## src/rtl/i2c_pkg.sv

```systemverilog
// Shared types and constants for the I2C slave datapath.
package i2c_pkg;

   typedef enum logic [2:0] {IDLE, DATA, ACK_SETUP, ACK_HIGH, ACK_LOW} timer_state_t;

   localparam int I2C_BYTE_BITS = 8;
   localparam int I2C_BITCNT_W  = 4;

   // Bundle of the one-cycle strobes issued by the bit/byte timer.
   typedef struct packed {
      logic rx_shift;
      logic tx_shift;
      logic byte_received;
      logic ack_prep;
      logic ack_check;
      logic ack_done;
   } strobe_t;

endpackage

```

## src/rtl/i2c_bit_counter.sv

```systemverilog
// Bit counter with synchronous clear, count enable and a terminal-value flag.
module i2c_bit_counter
   import i2c_pkg::*;
#(
   parameter int W = I2C_BITCNT_W
) (
   input  logic         clk,
   input  logic         rst,
   input  logic         clear,
   input  logic         enable,
   input  logic [W-1:0] limit,
   output logic [W-1:0] count,
   output logic         last
);

   // NOTE: sequential state uses non-blocking assignments so every register samples pre-edge values.
   always_ff @(posedge clk or posedge rst) begin
      if (rst) begin
         count <= '0;
      end else if (clear) begin
         count <= '0;
      end else if (enable) begin
         count <= (count == limit) ? '0 : count + 1'b1;
      end
   end

   // High when the next increment reaches the terminal value.
   assign last = (count == limit - 1'b1);

endmodule

```

## src/rtl/i2c_slave_timer.sv

```systemverilog
// Bit/byte sequencer: turns synchronized SCL edges between START and STOP into
// registered one-cycle shift and ACK strobes for the slave controller.
module i2c_slave_timer
   import i2c_pkg::*;
#(
   parameter int BYTE_BITS = I2C_BYTE_BITS
) (
   input  logic                    clk,
   input  logic                    rst,
   input  logic                    start,
   input  logic                    stop,
   input  logic                    scl_rise,
   input  logic                    scl_fall,
   output logic                    rx_shift,
   output logic                    tx_shift,
   output logic                    byte_received,
   output logic                    ack_prep,
   output logic                    ack_check,
   output logic                    ack_done,
   output logic [I2C_BITCNT_W-1:0] bit_count,
   output logic                    active
);

   localparam logic [I2C_BITCNT_W-1:0] LIMIT = I2C_BITCNT_W'(BYTE_BITS);

   timer_state_t state, state_n;
   strobe_t      strobe, strobe_n;
   logic         active_n;
   logic         cnt_clear, cnt_enable, cnt_last;
   logic         rise, fall;

   // Coincident edges are a glitch and cancel each other.
   assign rise = scl_rise & ~scl_fall;
   assign fall = scl_fall & ~scl_rise;

   i2c_bit_counter #(.W(I2C_BITCNT_W)) u_bit_counter (
      .clk    (clk),
      .rst    (rst),
      .clear  (cnt_clear),
      .enable (cnt_enable),
      .limit  (LIMIT),
      .count  (bit_count),
      .last   (cnt_last)
   );

   // NOTE: every always_comb output gets a default first, so no path can infer a latch.
   always_comb begin
      state_n    = state;
      strobe_n   = '0;
      cnt_clear  = 1'b0;
      cnt_enable = 1'b0;
      if (stop) begin
         state_n   = IDLE;
         cnt_clear = 1'b1;
      end else if (start) begin
         state_n   = DATA;
         cnt_clear = 1'b1;
      end else begin
         case (state)
            DATA: begin
               if (rise) begin
                  strobe_n.rx_shift = 1'b1;
                  cnt_enable        = 1'b1;
                  if (cnt_last) begin
                     strobe_n.byte_received = 1'b1;
                     state_n                = ACK_SETUP;
                  end
               end else if (fall && bit_count != '0 && bit_count < LIMIT) begin
                  // The fall before the first rise belongs to the controller's bit-0 load.
                  strobe_n.tx_shift = 1'b1;
               end
            end
            ACK_SETUP: if (fall) begin
               strobe_n.ack_prep = 1'b1;
               state_n           = ACK_HIGH;
            end
            ACK_HIGH: if (rise) begin
               strobe_n.ack_check = 1'b1;
               state_n            = ACK_LOW;
            end
            ACK_LOW: if (fall) begin
               strobe_n.ack_done = 1'b1;
               cnt_clear         = 1'b1;
               state_n           = DATA;
            end
            default: state_n = IDLE;
         endcase
      end
      active_n = (state_n != IDLE);
   end

   always_ff @(posedge clk or posedge rst) begin
      if (rst) begin
         state  <= IDLE;
         strobe <= '0;
         active <= 1'b0;
      end else begin
         state  <= state_n;
         strobe <= strobe_n;
         active <= active_n;
      end
   end

   assign rx_shift      = strobe.rx_shift;
   assign tx_shift      = strobe.tx_shift;
   assign byte_received = strobe.byte_received;
   assign ack_prep      = strobe.ack_prep;
   assign ack_check     = strobe.ack_check;
   assign ack_done      = strobe.ack_done;

endmodule

```

## config.mk

```make
export PLATFORM = sky130hd
export DESIGN_NAME = i2c_slave_timer
export DESIGN_NICKNAME = d
export VERILOG_FILES = /design/src/rtl/i2c_pkg.sv /design/src/rtl/i2c_bit_counter.sv /design/src/rtl/i2c_slave_timer.sv
export SDC_FILE = /design/constraint.sdc
export NUM_CORES = 1
export LEC_CHECK = 0
export BUFFER_PORTS_ARGS = -buffer_cell sky130_fd_sc_hd__buf_2
export CAP_MARGIN = 20
export CORE_UTILIZATION = 54
export DETAILED_ROUTE_END_ITERATION = 7
export GPL_TIMING_DRIVEN = 0
export PLACE_DENSITY = 0.83
export SYNTH_ARGS = -nofsm -noshare
export SYNTH_HDL_FRONTEND = slang
export SYNTH_SLANG_ARGS = --single-unit
```

## constraint.sdc

```tcl
create_clock -name clk -period 4.3 [get_ports clk]
set_input_delay 0.43 -clock clk [delete_from_list [all_inputs] [get_ports clk]]
set_output_delay 0.43 -clock clk [all_outputs]
set_load 0.03 [all_outputs]
```

Yosys cells after proc, flatten, opt, wreduce, memory -nomap -nowiden
Index checks and enable logic that the tools add are counted.

Bits in registers: 14. Bits of input ports: 6. Output and inout bits: 11. Word-level logic and storage cells: 54.

Add/subtract/negate cells: 1. Order comparisons: 1. Equality and inequality tests: 6. Multiplexer cells: 28. Bitwise gates (word level): 4. Reduce and logical (&&, ||, !) cells: 5.

Operators with widths (count): $mux 3 (8); $mux 1 (14); $mux 4 (3); $mux 6 (2); $pmux 3 s4 (1); $eq 3x2->1 const B (2); $add 4x1->4 const B (1); $eq 4x3->1 const B (1); $eq 4x4->1 const B (1); $lt 4x4->1 const B (1); $reduce_bool 4->1 (1); $eq 3x1->1 const B (1); $eq 3x3->1 const B (1); $reduce_bool 3->1 (1); $and 1x1->1 (2); $logic_and 1x1->1 (2); $not 1->1 (2); $reduce_bool 2->1 (1).

Depth between registers and ports, before layout
Word-level depth: 9. Depth in mapped cells: 6. Gate-level depth less buffers: 6.

By module
A second synthesis with hierarchy kept.

Cell total of the unflattened synthesis: 88. Area, all modules: 834.6 sq um.

By module, submodules not included: i2c_slave_timer (instances 1, cells an instance 51, area each 485.5 sq um, seq. area each 250.2 sq um); i2c_bit_counter (instances 1, cells an instance 37, area each 349.1 sq um, seq. area each 100.1 sq um).

Least setup slack after synthesis
Ideal clock, no wire load.

Path kind: register to register. Start: reg u_bit_counter.count[0]. End: reg active. Library setup time: 0.131 ns. Arrival time: 1.425 ns. Required time: 4.169 ns. Setup slack: 2.743 ns. Cell stages (with the launch flop): 6. Path buffers: 0. Clock period less this slack: 1.557 ns. Path through: dfrtp_1 > ha_1 > nand4b_1 > o21ai_1 > a31oi_1 > or3_1.

Longest elaborated chain between the ends: 7.

RTL lines: start, declared (line i2c_bit_counter.sv:12) `output logic [W-1:0] count,`; start signal, assigned (line i2c_bit_counter.sv:23) `count <= (count == limit) ? '0 : count + 1'b1;`; $eq 4x3->1 (line i2c_bit_counter.sv:28) `assign last = (count == limit - 1'b1);`; $mux 3 (line i2c_slave_timer.sv:64) `if (cnt_last) begin`; $mux 3 (line i2c_slave_timer.sv:61) `if (rise) begin`; $pmux 3 s4 (line i2c_slave_timer.sv:59) `case (state)`; $mux 3 (line i2c_slave_timer.sv:55) `end else if (start) begin`; $mux 3 (line i2c_slave_timer.sv:52) `if (stop) begin`; net state_n[0] (line i2c_slave_timer.sv:26) `timer_state_t state, state_n;`; $reduce_bool 3->1 (line i2c_slave_timer.sv:89) `active_n = (state_n != IDLE);`; net active_n (line i2c_slave_timer.sv:28) `logic active_n;`; end signal, assigned (line i2c_slave_timer.sv:100) `active <= active_n;`; end, declared (line i2c_slave_timer.sv:21) `output logic active`.

The timed path passes the listed nets, and every way through them passes these cells. A chain may end at the register's enable or synchronous reset.

Worst setup path after layout
Start: reg state[1]. End: reg u_bit_counter.count[0].

Longest elaborated chain between the ends: 5. Elaborated cells on any way between the ends: 10. Those cells by class: eq/ne (2); mux (7); reduce/logical (1).

RTL lines: start, declared (line i2c_slave_timer.sv:26); start signal, assigned (line i2c_slave_timer.sv:98) `state <= state_n;`; $eq 3x3->1 / $eq 3x1->1 (equally long branches) (line i2c_slave_timer.sv:59); $mux 1 (line i2c_slave_timer.sv:59); $mux 1 (line i2c_slave_timer.sv:55); $mux 1 (line i2c_slave_timer.sv:52); $mux 4 / $reduce_bool 2->1 (equally long branches).

Parallel ways exist; a longest one is shown, timed or not.

==> impl_results.html <==
<table>
<tr><th>Metric</th><th>Value</th></tr>
<tr><th colspan="2">Global routing</th></tr>
<tr><td>First-pass GRT wire length</td><td>2.21 mm</td></tr>
<tr><td>Gr ovfl total</td><td>0</td></tr>
<tr><td>Overall fraction of global-route tracks in use</td><td>0.231</td></tr>
<tr><td>Vias in the first global route</td><td>526</td></tr>
<tr><td>Number of antenna violations at the first check in global routing</td><td>0</td></tr>
<tr><td>Pin count of the biggest net entering global routing</td><td>15</td></tr>
<tr><th colspan="2">Cells and area</th></tr>
<tr><td>Footprint of the multi-input gates</td><td>327 µm²</td></tr>
<tr><td>Register Area</td><td>350 µm²</td></tr>
<tr><td>Post-layout utilization of the core</td><td>0.712</td></tr>
<tr><td>Share of final-layout standard cells stronger than drive strength 1</td><td>0.256</td></tr>
<tr><td>NumNets Final</td><td>100</td></tr>
<tr><td>Final non-filler cell total</td><td>104</td></tr>
<tr><td>Number of fill cells</td><td>76</td></tr>
<tr><td>Area Growth Syn to Fin</td><td>17.1%</td></tr>
<tr><td>Number of antenna diodes</td><td>0</td></tr>
<tr><th colspan="2">Clock network</th></tr>
<tr><td>Total clock buffers created by CTS</td><td>3</td></tr>
<tr><td>Number of cells upsized or downsized after cts</td><td>0</td></tr>
<tr><td>Hold Buf Count CTS</td><td>0</td></tr>
<tr><td>Buffer type at the clock tree root</td><td>clkbuf_4</td></tr>
<tr><td>Deepest clock path buffer count</td><td>2</td></tr>
<tr><td>Post-CTS Repair Setup Buffers</td><td>0</td></tr>
<tr><td>H-tree levels</td><td>1</td></tr>
<tr><td># clock sinks</td><td>14</td></tr>
<tr><td>CTS tree</td><td>built</td></tr>
<tr><td>Skew-Pair Late Insertion Delay</td><td>0.28 ns</td></tr>
<tr><td>Clock slew seen by the registers of the worst setup and hold paths</td><td>0.08 ns</td></tr>
<tr><th colspan="2">Pwr</th></tr>
<tr><td>Max IR drop VDD</td><td>0.174 mV</td></tr>
<tr><td>Pwr Density</td><td>277 mW/mm²</td></tr>
<tr><td>Leakage power of the design</td><td>0.410 nW</td></tr>
<tr><th colspan="2">Timing</th></tr>
<tr><td>Final Hold Violating Endpoints</td><td>0</td></tr>
<tr><td>Final Setup Violations</td><td>0</td></tr>
<tr><td>Final setup skew</td><td>0.00131 ns</td></tr>
<tr><td>Final max-slew violation count</td><td>0</td></tr>
<tr><td>Transition time at the pin with the least slew margin</td><td>0.527 ns</td></tr>
<tr><td>Rel. slew slack</td><td>0.648</td></tr>
<tr><td>Setup_tns</td><td>0 ns</td></tr>
<tr><td>Max Freq</td><td>0.656 GHz</td></tr>
<tr><td>Setup repair after global routing missed its margin</td><td>no</td></tr>
<tr><td>Min Tclk post-route</td><td>1.52 ns</td></tr>
<tr><td>Worst Hold Margin</td><td>0.174 ns</td></tr>
<tr><td>Final period utilization</td><td>0.354</td></tr>
<tr><th colspan="2">Worst setup path</th></tr>
<tr><td>Critical path's slowest cell</td><td>dfrtp_1</td></tr>
<tr><td>Max FO, Critical Path</td><td>6</td></tr>
<tr><td>Critical Path, Cell by Cell</td><td>nor3b_4 &gt; nand3_4 &gt; or3_1 &gt; a21oi_2</td></tr>
<tr><td>CP bufs+invs</td><td>0</td></tr>
<tr><td>Required time reported for the critical path endpoint</td><td>4.51 ns</td></tr>
<tr><td>Top delay family on crit path</td><td>simple AND/OR/NAND/NOR gates</td></tr>
<tr><td>CP Data Arrival Time</td><td>1.73 ns</td></tr>
<tr><td>CP max stage delay</td><td>0.47 ns</td></tr>
<tr><td>Worst setup path startpoint</td><td>state[1]</td></tr>
<tr><td>Setup Crit Path Kind</td><td>flop to flop</td></tr>
<tr><td>FF-to-FF Start</td><td>state[1]</td></tr>
<tr><td>Sort of element at the end of the critical path</td><td>flop</td></tr>
<tr><td>Type of element launching the critical path</td><td>flop</td></tr>
<tr><th colspan="2">Floorplanning</th></tr>
<tr><td>Die span in x</td><td>38.1 µm</td></tr>
<tr><td>Starting density of the core</td><td>0.608</td></tr>
<tr><td>Core area</td><td>0.00116 mm²</td></tr>
<tr><td>Core Rows</td><td>12</td></tr>
<tr><td>Count of boundary I/O pins</td><td>17</td></tr>
<tr><td>Total die area</td><td>0.00145 mm²</td></tr>
<tr><td>Die Height</td><td>38.1 µm</td></tr>
<tr><th colspan="2">Route</th></tr>
<tr><td>Detailed Route Iter0 Violations</td><td>31</td></tr>
<tr><td>Antenna viol nets, final</td><td>0</td></tr>
<tr><td>Pre-Repair DR Iteration Count</td><td>4</td></tr>
<tr><td>WL/cell</td><td>12.6 µm</td></tr>
<tr><td>Routed via count</td><td>597</td></tr>
<tr><td>DRC violations left</td><td>0</td></tr>
<tr><td>Post-DR vias/cell</td><td>5.74</td></tr>
<tr><td>Final wirelength</td><td>1.31 mm</td></tr>
<tr><th colspan="2">Yosys</th></tr>
<tr><td>Main area contributors after synthesis</td><td>dfrtp_1 50%, inv_1 3.7%, nand2_1 3.7%</td></tr>
<tr><td>Number of cells produced by synthesis</td><td>71</td></tr>
<tr><td>Part of the Yosys area used for sequential elements</td><td>0.498</td></tr>
<tr><td>Yosys Warn Count</td><td>0</td></tr>
<tr><td>Proportion of synthesized flip-flops having asynchronous set or reset</td><td>1.00</td></tr>
<tr><td>Synth Flop Type</td><td>dfrtp_1</td></tr>
<tr><td>Top post-synthesis cells by count</td><td>14 x dfrtp_1, 7 x inv_1, 7 x nand2_1, 5 x nor2_1, 5 x nor3_1</td></tr>
<tr><td>Syn Area/Cell</td><td>9.90 µm²</td></tr>
<tr><td>Yosys top cell area share</td><td>0.498</td></tr>
<tr><td>Number of flip-flops and latches in the synthesized netlist</td><td>14</td></tr>
<tr><td>Net count of the mapped netlist</td><td>79</td></tr>
<tr><td>Cell type with the largest total area after synthesis</td><td>dfrtp_1</td></tr>
<tr><td>Count of cell types in the netlist</td><td>28</td></tr>
<tr><td>Count of flip-flops with a built-in enable after synthesis</td><td>0</td></tr>
<tr><td>Post-synthesis cell area</td><td>703 µm²</td></tr>
<tr><td>Count leader, synth</td><td>dfrtp_1</td></tr>
<tr><th colspan="2">Placement</th></tr>
<tr><td>Placer's final routability congestion estimate</td><td>0.820</td></tr>
<tr><td>Total instance count after detailed placement</td><td>101</td></tr>
<tr><td>Port Buffers</td><td>16</td></tr>
<tr><td>Post-DP HPWL</td><td>993 µm</td></tr>
<tr><th colspan="2">Outcome</th></tr>
<tr><td>Status</td><td>completed</td></tr>
<tr><th colspan="2">Flow run</th></tr>
<tr><td>Max-capacitance violation count</td><td>0</td></tr>
<tr><th colspan="2">Worst hold path</th></tr>
<tr><td>Hold Path Class</td><td>input port to asynchronous set/reset pin</td></tr>
</table>
worst register-to-register path: cells and delay by family, from the launching register on:
family / cells / cell delay (ns)
compound gates: 1 / 0.12
flops: 1 / 0.47
simple gates: 3 / 0.85
placed cells by master (no fill, tap or decap):
cell type,count
a211o_1,1
a21oi_1,2
a21oi_2,1
a31oi_1,2
a32oi_1,1
and3_1,1
buf_2,16
clkbuf_4,3
dfrtp_1,14
ha_1,2
inv_1,7
mux2i_1,2
nand2_1,7
nand2b_1,2
nand3_1,2
nand3_4,1
nand3b_1,1
nand4_1,1
nand4b_1,1
nor2_1,5
nor2_2,1
nor2b_1,3
nor3_1,5
nor3b_1,1
nor3b_4,1
nor4_1,1
o21ai_1,2
o21bai_1,1
o22ai_1,1
or3_1,2
per-layer routing:
metal	track usage	part of all wire	vias to the layer above
met4	0.134	0.025	0
met2	0.343	0.45	20
met5	0	0	-
met3	0.0349	0.050	5
li1	-	-	291
met1	0.318	0.47	281
where the power goes:
part	leakage, nW	switching (W)	internal (W)
Combinational	0.203	0.0000139	0.00000685
Clock	0.0138	0.0000403	0.0000325
Sequential	0.193	0.00000127	0.000133
Total	0.410	0.0000555	0.000172
flip-flops by register name (all words and copies together) (netlist names):
| name | count |
|---|---|
| u_bit_counter.count | 4 |
| rx_shift | 1 |
| ack_check | 1 |
| byte_received | 1 |
| tx_shift | 1 |
| active | 1 |
| ack_done | 1 |
| state | 3 |
| ack_prep | 1 |
final cells by class:
cell class,count,share of cell area
Tap cell,14,0.0213
Sequential cell,14,0.426
Multi-Input combinational cell,50,0.397
Clock buffer,3,0.0274
Inverter,7,0.0319
Timing Repair Buffer,16,0.0973
through the flow:
stage / total power, W / worst slack, ns / instance area [µm²]
2_1_floorplan: 0.000150 / 2.74 / 703
3_3_place_gp: 0.000157 / 2.73 / 801
3_5_place_dp: 0.000157 / 2.70 / 801
4_1_cts: 0.000227 / 2.79 / 823
5_1_grt: 0.000236 / 2.70 / 823
6_report: 0.000228 / 2.78 / 823
path summary, 6_finish.rpt:
check / endpoint / slack [ns] / depth (start not counted)
setup / recovery: u_bit_counter.count[0] / 2.78 / 4
hold / removal: byte_received / 0.17 / 2
setup reg to reg: u_bit_counter.count[0] / 2.78 / 4
hold reg to reg: ack_prep / 0.56 / 1
max in group asynchronous: u_bit_counter.count[0] / 3.78 / 2
min in group clk: state[0] / 0.39 / 2
cells by family (layout without fill, tap and decap cells):
| logic type | after synthesis | count (layout) | synth area share |
|---|---|---|---|
| mux | 2 | 2 | 0.0285 |
| fa+ha+maj | 2 | 2 | 0.0356 |
| simple gates | 35 | 35 | 0.297 |
| buf+inv | 7 | 26 | 0.0374 |
| flops | 14 | 14 | 0.498 |
| compound gates | 11 | 11 | 0.103 |
(Power assumes the default switching activity.)
